===== config.mk =====
export PLATFORM = sky130hd
export DESIGN_NAME = fix_ari_acc
export DESIGN_NICKNAME = d
export VERILOG_FILES = /design/src/rtl/fix_ari_acc.sv
export SDC_FILE = /design/constraint.sdc
export NUM_CORES = 1
export LEC_CHECK = 0
export CORE_MARGIN = 2
export CORE_UTILIZATION = 50
export DETAILED_ROUTE_END_ITERATION = 16
export PLACE_DENSITY = 0.74
export SYNTH_ARGS = -nofsm -noshare
export SYNTH_HDL_FRONTEND = slang
export SYNTH_SLANG_ARGS = --single-unit

===== constraint.sdc =====
create_clock -name clk -period 3 [get_ports clk]
set_input_delay 0.6 -clock clk [delete_from_list [all_inputs] [get_ports clk]]
set_output_delay 0.6 -clock clk [all_outputs]
set_load 0.005 [all_outputs]

===== src/rtl/fix_ari_acc.sv =====
// rtl/fix_ari_acc.sv - saturating fixed-point frame accumulator with valid/ready handshakes
module fix_ari_acc #(
  parameter int DATA  = 16,
  parameter int LEN   = 8,
  parameter int CNT_W = 8
) (
  input  logic            clk,
  input  logic            rst_n,
  input  logic            clear,
  input  logic [DATA-1:0] data_in,
  input  logic            in_valid,
  output logic            in_ready,
  output logic [DATA-1:0] data_out,
  output logic            out_valid,
  input  logic            out_ready,
  output logic            sat_flag
);

  localparam logic [0:0] ST_ACC  = 1'b0;
  localparam logic [0:0] ST_DONE = 1'b1;

  localparam logic [DATA-1:0]  VAL_MIN  = {1'b1, {(DATA-1){1'b0}}};
  localparam logic [DATA-1:0]  VAL_MAX  = {1'b0, {(DATA-1){1'b1}}};
  localparam logic [CNT_W-1:0] CNT_LAST = CNT_W'(LEN - 1);

  logic [0:0]       state_q,     state_d;
  logic [DATA-1:0]  acc_q,       acc_d;
  logic [CNT_W-1:0] count_q,     count_d;
  logic [DATA-1:0]  data_out_q,  data_out_d;
  logic             out_valid_q, out_valid_d;
  logic             sat_q,       sat_d;

  logic [DATA:0]    sum_mid;
  logic [DATA-1:0]  acc_next;
  logic             step_sat;
  logic             accept;

  // One extra bit of headroom: the sum overflowed exactly when the two top bits disagree,
  // and the extended sign bit tells which rail to clamp to.
  always_comb begin
    sum_mid  = {acc_q[DATA-1], acc_q} + {data_in[DATA-1], data_in};
    step_sat = sum_mid[DATA] ^ sum_mid[DATA-1];
    if (step_sat) begin
      acc_next = sum_mid[DATA] ? VAL_MIN : VAL_MAX;
    end else begin
      acc_next = sum_mid[DATA-1:0];
    end
  end

  // in_ready depends on state only, so there is no path from out_ready or in_valid.
  assign in_ready  = (state_q == ST_ACC);
  assign accept    = in_valid & in_ready;
  assign data_out  = data_out_q;
  assign out_valid = out_valid_q;
  assign sat_flag  = sat_q;

  // Next-state logic; clear overrides any accept or output handshake in the same cycle.
  always_comb begin
    state_d     = state_q;
    acc_d       = acc_q;
    count_d     = count_q;
    data_out_d  = data_out_q;
    out_valid_d = out_valid_q;
    sat_d       = sat_q;
    if (clear) begin
      state_d     = ST_ACC;
      acc_d       = '0;
      count_d     = '0;
      out_valid_d = 1'b0;
      sat_d       = 1'b0;
    end else begin
      case (state_q)
        ST_ACC: begin
          if (accept) begin
            acc_d = acc_next;
            sat_d = sat_q | step_sat;
            if (count_q == CNT_LAST) begin
              data_out_d  = acc_next;
              out_valid_d = 1'b1;
              state_d     = ST_DONE;
              count_d     = '0;
            end else begin
              count_d = count_q + CNT_W'(1);
            end
          end
        end
        default: begin
          // Result held until taken; the handshake cycle never consumes a sample.
          if (out_ready) begin
            out_valid_d = 1'b0;
            acc_d       = '0;
            sat_d       = 1'b0;
            state_d     = ST_ACC;
          end
        end
      endcase
    end
  end

  // State registers with asynchronous reset.
  always_ff @(posedge clk or negedge rst_n) begin
    if (!rst_n) begin
      state_q     <= ST_ACC;
      acc_q       <= '0;
      count_q     <= '0;
      data_out_q  <= '0;
      out_valid_q <= 1'b0;
      sat_q       <= 1'b0;
    end else begin
      state_q     <= state_d;
      acc_q       <= acc_d;
      count_q     <= count_d;
      data_out_q  <= data_out_d;
      out_valid_q <= out_valid_d;
      sat_q       <= sat_d;
    end
  end

endmodule


==> metrics, run 1 <==
worst skew pair latency 300 ps; Reg2Reg Setup Slack 200 ps; CTS max path bufs 2; CP arrival around 3100 ps; Routed WL 7.141 mm; Placed Cells 411; HP Class input pin to async pin; Hold Vio Cnt, Final 0; Sw Share 0.3638; Startpoint Class input pin; max cap viols 0; Power, Total 2.599 mW; Tot GR Track Use 0.2428; Post-synth EDFFs 0; worst reg2reg startpoint acc_q[2]; Primary FF master, synth dfrtp_1; CTS Sinks 43; CP max FO 5; flops & latches, synth 43; vias in the first global route 2,609; Fillers 391; worst vdd ir between 300 and 400 uV; Leak roughly 1.8 nW; commonest cells in the synthesized netlist dfrtp_1 (43), nand2_1 (24), o21ai_0 (18); First DRT Iteration DRCs 118; PwrDens about 660 nW/um2; RSZ-0062 raised after global routing false; cells after synthesis approximately 280; skew final 4.685 ps; initial core utilization 0.5116; Reg2Reg Depth 10; pins over their slew limit 0; hold buffers post-CTS 0; CTS tree done; layout cells sized above 1 0.3361; Seq/Total Area, Yosys 0.3867; pin count of the biggest net entering global routing 44; Die Y 78.60 um; final worst-path cycle share 0.9728; min Tclk post-route 2918 ps; synthesized area per cell 10.12 um2; Cell Int Power 1.654 mW; worst endpoint required time about 3200 ps; CTS Root Cell clkbuf_8; H-tree Lvls 2; Synth Cell Area 2783 um2; most area-hungry cell type in the Yosys netlist dfrtp_1; vias per std cell 5.750; fin util 0.7210; TritonRoute pass-1 iters 4; r2r endpoint data_out[5]; syn_nets ~310; Worst slew margin 0.3416; status complete, no violations; synth top area cells dfrtp_1 (39%), ha_1 (7.6%), mux2_2 (5.3%); Detailed Place HPWL 4.778 mm; Synth async-reset ratio 1.000; global route overflow 0; area delta synth->final 40.92%; diode count 0; initial antenna violation count 0; DRC 0; input/output buffers 39; final instance count without filler cells 432; nets@finish 398; standard-cell row count 27; combinational share of power 0.567; Unique masters post-synth 60; switching power 945.7 uW; sequential share of power 0.273; global-route wire length before repair 11.88 mm; routed len/inst approximately 17 um; Placeable Area 5439 um2; via count ~2,500; Worst-path clk slew about 80 ps; worst-margin pin slew 987.6 ps; Clk pwr share 0.160; area share of the largest cell type after synthesis 0.3867; count leader, synth dfrtp_1; final setup fails 0; fmax 342.6 MHz; Crit. End Element register; clock buffer count from CTS 5; WS Path Type input pin to register; Die ar. 6178 um2; post-route ant nets 0; die span in x approximately 79 um; RD Place Congestion slightly above 0.9; Ports 40; Ys Warns 0
## logic make-up after synthesis
family                   after synthesis  synth area share
AO/OA/AOI/OAI                         80            0.2091
AND/OR/NAND/NOR                       70            0.1268
buffers and inverters                 23           0.04182
adder cells (fa/ha/maj)               32            0.1385
flip-flops                            43            0.3867
multiplexers                          14           0.05621
XOR/XNOR                              13           0.04092
## timing repair
action,CTS,global route
gates resized for setup,34,17
endpoints found under the hold margin,0,0
pin swaps,22,7
setup buffers,11,1
setup endpoints to repair,28,31
gates cloned,1,0
## layer usage
metal | GRT usage | vias up | wire length, um
li1 | - | 1178 | -
met1 | 0.3147 | 1224 | 3073
met2 | 0.4154 | 70 | 3627
met5 | 0 | - | 0
met4 | 0.07193 | 0 | 120
met3 | 0.04138 | 12 | 320
## sequential cells by signal, indices dropped and copies added, names as in the netlist
register / cells
sat_flag: 1
state_q: 1
out_valid: 1
acc_q: 16
count_q: 8
data_out: 16
## layout make-up
type,instances,area [um2],share of cell area
timing repair buffer,89,799.5,0.2039
clock buffer,8,100.1,0.02553
multi-input combinational,209,1814,0.4627
tap,72,90.09,0.02297
sequential,43,1076,0.2744
inverter,11,41.29,0.01053
## worst max-delay path: stages
cell           delay [ps]
dlygate4sd2_1         270
ha_4                  220
buf_4                 140
o21ai_2               130
o21bai_2              110
o21a_1                210
o2111a_1              260
a311o_1               410
buf_6                 180
maj3_2                320
mux2_2                270
## cells in the final DEF, fill, tap and decap left out, types with 8 or more instances in the layout
master	netlist	routed
nand2_1	24	24
o21ai_0	18	14
a21oi_1	13	11
dfrtp_1	43	43
buf_4	0	44
maj3_2	10	14
xnor2_1	8	8
a22o_1	13	13
inv_1	11	10
mux2_2	13	12
clkdlybuf4s50_1	0	26
nor2_1	15	15
ha_4	0	11
## metrics by stage
stage	setup TNS (ps)	hold slack, ps	area, um2	setup WS [ps]
floorplan	0	304.4	2788	33.27
global placement	-10350	467.5	3483	-436.5
detailed placement	-11490	471.7	3483	-476.9
CTS	0	483.7	3796	7.918
global route	0	531.8	3921	2.018
finish	0	455.1	3921	81.53
## how the worst max path moves through the flow
stage	from	cells past startpoint	endpoint
3_5_place_dp	data_in[0]	11	data_out[14]
5_1_grt	data_in[13]	10	data_out[5]
3_3_place_gp	data_in[0]	11	data_out[14]
2_1_floorplan	data_in[0]	13	data_out[13]
6_report	data_in[2]	11	data_out[5]
4_1_cts	data_in[10]	12	data_out[8]
## power by group through the flow
stage,Clock [mW],Combinational (mW),Sequential [mW]
floorplan,0,0.817,0.689
CTS,0.423,1.39,0.697
finish,0.415,1.47,0.710
global placement,0,1.18,0.698
global route,0.442,1.60,0.719
detailed placement,0,1.21,0.701
No activity file was read; power rests on OpenSTA's default activity.
==> run 2: changes to the inputs <==
--- a/config.mk
+++ b/config.mk
@@ -5,9 +5,11 @@
 export SDC_FILE = /design/constraint.sdc
 export NUM_CORES = 1
 export LEC_CHECK = 0
+export ABC_AREA = 0
 export CORE_MARGIN = 2
 export CORE_UTILIZATION = 50
 export DETAILED_ROUTE_END_ITERATION = 16
+export MAX_ROUTING_LAYER = met4
 export PLACE_DENSITY = 0.74
 export SYNTH_ARGS = -nofsm -noshare
 export SYNTH_HDL_FRONTEND = slang
==> metrics, run 2 (synthesis results as in run 1) <==
status complete, no violations; CP max FO 5 (unchanged); Tot GR Track Use 0.2542 (+0.01139); CTS Sinks 43 (unchanged); worst vdd ir 384.3 uV (+4.0%); initial core utilization 0.5116 (unchanged); switching power 961.7 uW (+1.7%); First DRT Iteration DRCs 106 (-10%); worst endpoint required time 3190 ps (about the same); Ports 40 (unchanged); CTS tree done; Crit. path cell count 10 (-1); input/output buffers 39 (unchanged); Power, Total 2.562 mW (-1.4%); Leak 1.831 nW (+0.58%); post-route ant nets 0 (unchanged); worst skew pair latency 300 ps (about the same); Placeable Area 5439 um2 (unchanged); PwrDens 654.4 nW/um2 (-1.3%); Crit path max-delay family compound AO/OA/AOI/OAI gates; capture point of the critical path data_out[10]; Cell Int Power 1.600 mW (-3.2%); RD Place Congestion 0.9253 (-0.71%); CP max-delay cell a311o_1; HP Class input pin to async pin; area delta synth->final 40.69%; Reg2Reg Setup Slack 210 ps (about the same); CTS max path bufs 2 (unchanged); Reg2Reg Depth 10 (unchanged); skew final 8.912 ps (+4.226 ps); hold buffers post-CTS 0 (unchanged); Die ar. 6178 um2 (unchanged); Worst slew margin 0.3591 (+0.01750); global-route wire length before repair 11.99 mm (+0.93%); global route overflow 0 (unchanged); Final Cell Area 3915 um2 (-0.16%); FF/Latch Area 1076 um2 (unchanged); vias in the first global route 2,611 (+0.077%); r2r endpoint data_out[10]; standard-cell row count 27 (unchanged); vias per std cell 5.715 (-0.62%); commonest non-fill, non-tap cell in the layout dfrtp_1; Hold Vio Cnt, Final 0 (unchanged); Sw Share 0.3754 (+0.01158); final hold slack 445.5 ps (-9.570 ps); Final TNS setup 0 ps (unchanged); layout cells sized above 1 0.3343 (-0.001849); CP max stage delay 410 ps (about the same); routed len/inst 16.66 um (+0.79%); sequential share of power 0.277 (+0.004); initial antenna violation count 0 (unchanged); TritonRoute pass-1 iters 4 (unchanged); Startpoint Class input pin; commonest cells after routing, fill and taps aside dfrtp_1 (43), buf_4 (42), clkdlybuf4s50_1 (25); nets@finish 397 (-0.25%); diode count 0 (unchanged); DRC 0 (unchanged); WP buf/inv 2 (-1); final worst-path cycle share 0.9760 (+0.003209); H-tree Lvls 2 (unchanged); WS Path Type input pin to register; Clk pwr share 0.144 (-0.016); via count 2,463 (-0.85%); pin count of the biggest net entering global routing 44 (unchanged); final setup fails 0 (unchanged); Placement Cell Area 3483 um2 (unchanged); clock buffer count from CTS 5 (unchanged); Detailed Place HPWL 4.831 mm (+1.1%); worst-margin pin slew 961.4 ps (-26.25 ps); RSZ-0062 raised after global routing false; min Tclk post-route 2928 ps (+9.628 ps); die span in x 78.60 um (unchanged); CTS Root Cell clkbuf_8; max cap viols 0 (unchanged); worst reg2reg startpoint acc_q[0]; Fillers 384 (-1.8%); crit path cell chain dlygate4sd2_1, ha_1, a211oi_2, o21bai_1, o21a_1, o2111a_1, a311o_1, buf_6, maj3_2, mux2_2; pins over their slew limit 0 (unchanged); CP arrival 3110 ps (about the same); Die Y 78.60 um (unchanged); Worst-path clk slew 80 ps (about the same); Routed WL 7.181 mm (+0.56%); fmax 341.5 MHz (-0.33%); multi-input logic area 1818 um2 (+0.21%); crit path from data_in[1]; Crit. End Element register; combinational share of power 0.579 (+0.012)
run 2: cell count changes in the layout (fill, tap and decap cells not counted), sizes merged:
cell,change
dlymetal6s2s,+3
clkinv,+3
clkdlybuf4s50,-1
buf,-1
clkbuf,-3
dlygate4sd2,-2
run 2: power groups by stage:
stage / sequential, mW / combinational (mW) / clock [mW]
6_report: 0.710 / 1.48 / 0.368
5_1_grt: 0.719 / 1.60 / 0.401
4_1_cts: 0.698 / 1.38 / 0.374
3_5_place_dp: 0.701 / 1.22 / 0
3_3_place_gp: 0.698 / 1.18 / 0
2_1_floorplan: 0.689 / 0.817 / 0
run 2: worst register-to-register path, cell delays in order, from the launching register on:
cell and delay [ps]:
dfrtp_1 390, ha_2 190, buf_4 140, a211oi_2 210, o21bai_1 120, o21a_1 200, o2111a_1 250, a311o_1 410
buf_6 180, maj3_2 320, mux2_2 260
run 2: layout make-up:
class,instances,share of cell area
well taps,72,0.02301
inverters,11,0.01055
multi-input cells,209,0.4644
repair buffers,88,0.2058
flip-flops and latches,43,0.2748
clock buffers,5,0.01758
clock inverters,3,0.003835
run 2: worst min path at each step:
stage,cells after the start,end,slack [ps],from
after floorplan,0,acc_q[0],300,rst_n
after global placement,1,count_q[7],470,count_q[7]
after detailed placement,1,count_q[7],470,count_q[7]
after CTS,1,data_out[4],480,rst_n
after global routing,2,data_out[12],520,data_out[12]
final,1,data_out[4],450,rst_n
run 2: per-stage QoR:
stage               utilization  setup WS (ps)  std cells
floorplan                     -          33.27        275
global placement         0.6404         -431.6        411
detailed placement       0.6404         -478.2        411
CTS                      0.6915          2.597        428
global route             0.7198          2.614        431
finish                   0.7198          71.90        431
run 2: repair_timing:
action,in CTS,in global routing
pin swaps,19,10
gates resized for setup,31,21
setup buffers,8,3
setup endpoints to repair,25,30
gates cloned,1,0
run 2: routing by layer:
metal,vias up,GRT usage,part of all wire
li1,1190,-,-
met1,1194,0.3105,0.44
met3,15,0.04023,0.042
met5,-,-,0
met4,0,0.08421,0.023
met2,64,0.4308,0.50
==> run 3: changes to the inputs <==
--- a/config.mk
+++ b/config.mk
@@ -7,10 +7,10 @@
 export LEC_CHECK = 0
 export ABC_AREA = 0
 export CORE_MARGIN = 2
-export CORE_UTILIZATION = 50
+export CORE_UTILIZATION = 49
 export DETAILED_ROUTE_END_ITERATION = 16
 export MAX_ROUTING_LAYER = met4
-export PLACE_DENSITY = 0.74
+export PLACE_DENSITY = 0.76
 export SYNTH_ARGS = -nofsm -noshare
 export SYNTH_HDL_FRONTEND = slang
 export SYNTH_SLANG_ARGS = --single-unit
==> constraint.sdc (replaced) <==
create_clock -name clk -period 2.4 [get_ports clk]
set_input_delay 0.48 -clock clk [delete_from_list [all_inputs] [get_ports clk]]
set_output_delay 0.48 -clock clk [all_outputs]
set_load 0.005 [all_outputs]
==> metrics, run 3 (synthesis results as in run 1) <==
hold buffers post-CTS 0 (unchanged); TritonRoute pass-1 iters 5 (+1); final instance count without filler cells 457 (+6.0%); initial antenna violation count 0 (unchanged); commonest non-fill, non-tap cell in the layout buf_4; Placeable Area 5507 um2 (+1.2%); worst endpoint required time 2600 ps (-590 ps); final worst slack -376.1 ps (-448.0 ps); global route overflow 0 (unchanged); standard-cell row count 27 (unchanged); H-tree Lvls 2 (unchanged); post-route ant nets 0 (unchanged); routed len/inst 19.37 um (+16%); Hold Vio Cnt, Final 0 (unchanged); Fillers 348 (-9.4%); First DRT Iteration DRCs 281 (+170%); combinational share of power 0.604 (+0.025); switching power 1.405 mW (+46%); vias per std cell 6.013 (+5.2%); layout cells sized above 1 0.4104 (+0.07613); PwrDens 894.8 nW/um2 (+37%); vias in the first global route 2,720 (+4.2%); nets@finish 423 (+6.5%); via count 2,748 (+12%); Worst-path clk slew 90 ps (about the same); worst vdd ir 645.7 uV (+68%); Power, Total 3.782 mW (+48%); Worst slew margin 0.5688 (+0.2097); CTS Root Cell clkbuf_8; top routing layer in use met4; pin count of the biggest net entering global routing 29 (-34%); CTS tree done; global-route wire length before repair 13.59 mm (+13%); RD Place Congestion 0.8791 (-5.0%); WS Path Type input pin to register; worst-margin pin slew 646.8 ps (-314.6 ps); DRC 0 (unchanged); Crit. End Element register; CTS max path bufs 2 (unchanged); pins over their slew limit 0 (unchanged); Die Y 79.36 um (+0.97%); Placed Cells 426 (+3.6%); fmax 360.2 MHz; WL met1 3.833 mm (+22%); initial core utilization 0.5053 (-0.006278); Die ar. 6298 um2 (+1.9%); die span in x 79.36 um (+0.97%); area delta synth->final 51.89%; Leak 1.933 nW (+5.6%); HP Class input pin to async pin; diode count 0 (unchanged); Startpoint Class input pin; RSZ-0062 raised after global routing true; CP arrival 2970 ps (-140 ps); max cap viols 0 (unchanged); input/output buffers 39 (unchanged); Reg2Reg Depth 10 (unchanged); CTS Sinks 43 (unchanged); worst skew pair latency 310 ps (about the same); failing checks setup timing; Tot GR Track Use 0.2888 (+0.03459); Routed WL 8.854 mm (+23%); Sw Share 0.3715 (-0.003873); sequential share of power 0.236 (-0.041); skew final 15.93 ps (+7.023 ps); Cell Int Power 2.377 mW (+49%); final worst-path cycle share 1.157; final setup fails 33 (+33); clock buffer count from CTS 5 (unchanged); DR WL met3 485 um (+61%); WL met2 4.208 mm (+18%); Clk pwr share 0.160 (+0.016); Detailed Place HPWL 5.241 mm (+8.5%); commonest cells after routing, fill and taps aside buf_4 (66), dfrtp_1 (43), nand2_1 (24), clkdlybuf4s50_1 (24); CP max FO 6 (+1); Ports 40 (unchanged); status complete, but fails checks; fin util 0.7676 (+0.04775); min Tclk post-route approximately 2800 ps
## run 3: cell count changes in the layout (fill, tap and decap cells not counted), sizes merged, moves of 2 or more
cell / delta
clkinv: -2
dlygate4sd2: +7
clkbuf: +3
buf: +24
dlymetal6s2s: -9
clkdlybuf4s15: +2
## run 3: power by group through the flow
stage	Clock, mW	Sequential [mW]	Combinational (mW)
floorplan	0	0.880	1.13
global placement	0	0.892	1.65
CTS	0.611	0.890	2.08
global route	0.641	0.901	2.42
detailed placement	0	0.894	1.70
finish	0.605	0.893	2.28
## run 3: path summary, 6_finish.rpt
kind | startpoint | end | slack, ps
max | data_in[8] | data_out[2] | -380
min | rst_n | acc_q[1] | 190
max reg2reg | acc_q[8] | data_out[2] | -360
min reg2reg | data_out[15] | data_out[15] | 480
max in group asynchronous | rst_n | acc_q[13] | 1610
min in group clk | data_out[15] | data_out[15] | 480
## run 3: timing repair
action | in CTS | in global routing
resized for setup | 45 | 14
cloned | 2 | 0
endpoints found under the setup margin | 33 | 33
pin swaps | 29 | 12
setup buffers | 17 | 4
## run 3: stage by stage
step / instance area [um2] / hold slack (ps) / worst slack [ps] / TNS, ps
after floorplan: 2949 / 184.4 / -381.7 / -7729
after global routing: 4227 / 238.8 / -429.9 / -11180
after global placement: 3739 / 466.9 / -914.7 / -27140
after detailed placement: 3739 / 472.3 / -959.8 / -28130
after CTS: 4159 / 208.5 / -335.1 / -7849
final: 4227 / 185.8 / -376.1 / -9471
## run 3: cell type report
type	instances	area, um2	share of cell area
Multi-Input combinational cell	210	1918	0.4538
Sequential cell	43	1076	0.2546
Timing Repair Buffer	113	983.4	0.2327
Tap cell	72	90.09	0.02131
Clock buffer	6	82.58	0.01954
Inverter	11	41.29	0.009769
Clock inverter	2	35.03	0.008289
## run 3: routing by layer
| layer | track usage | up-vias |
|---|---|---|
| li1 | - | 1237 |
| met1 | 0.3717 | 1356 |
| met2 | 0.4475 | 120 |
| met3 | 0.06250 | 35 |
| met4 | 0.1121 | 0 |
| met5 | - | - |
## run 3: critical path: stages
cell and delay (ps):
dlygate4sd2_1 260, ha_4 290, buf_4 120, nand4_1 160, a21oi_2 150, o21a_1 190, nor2_1 70, a311o_2 470
clkbuf_16 190, maj3_2 310, mux2_2 270
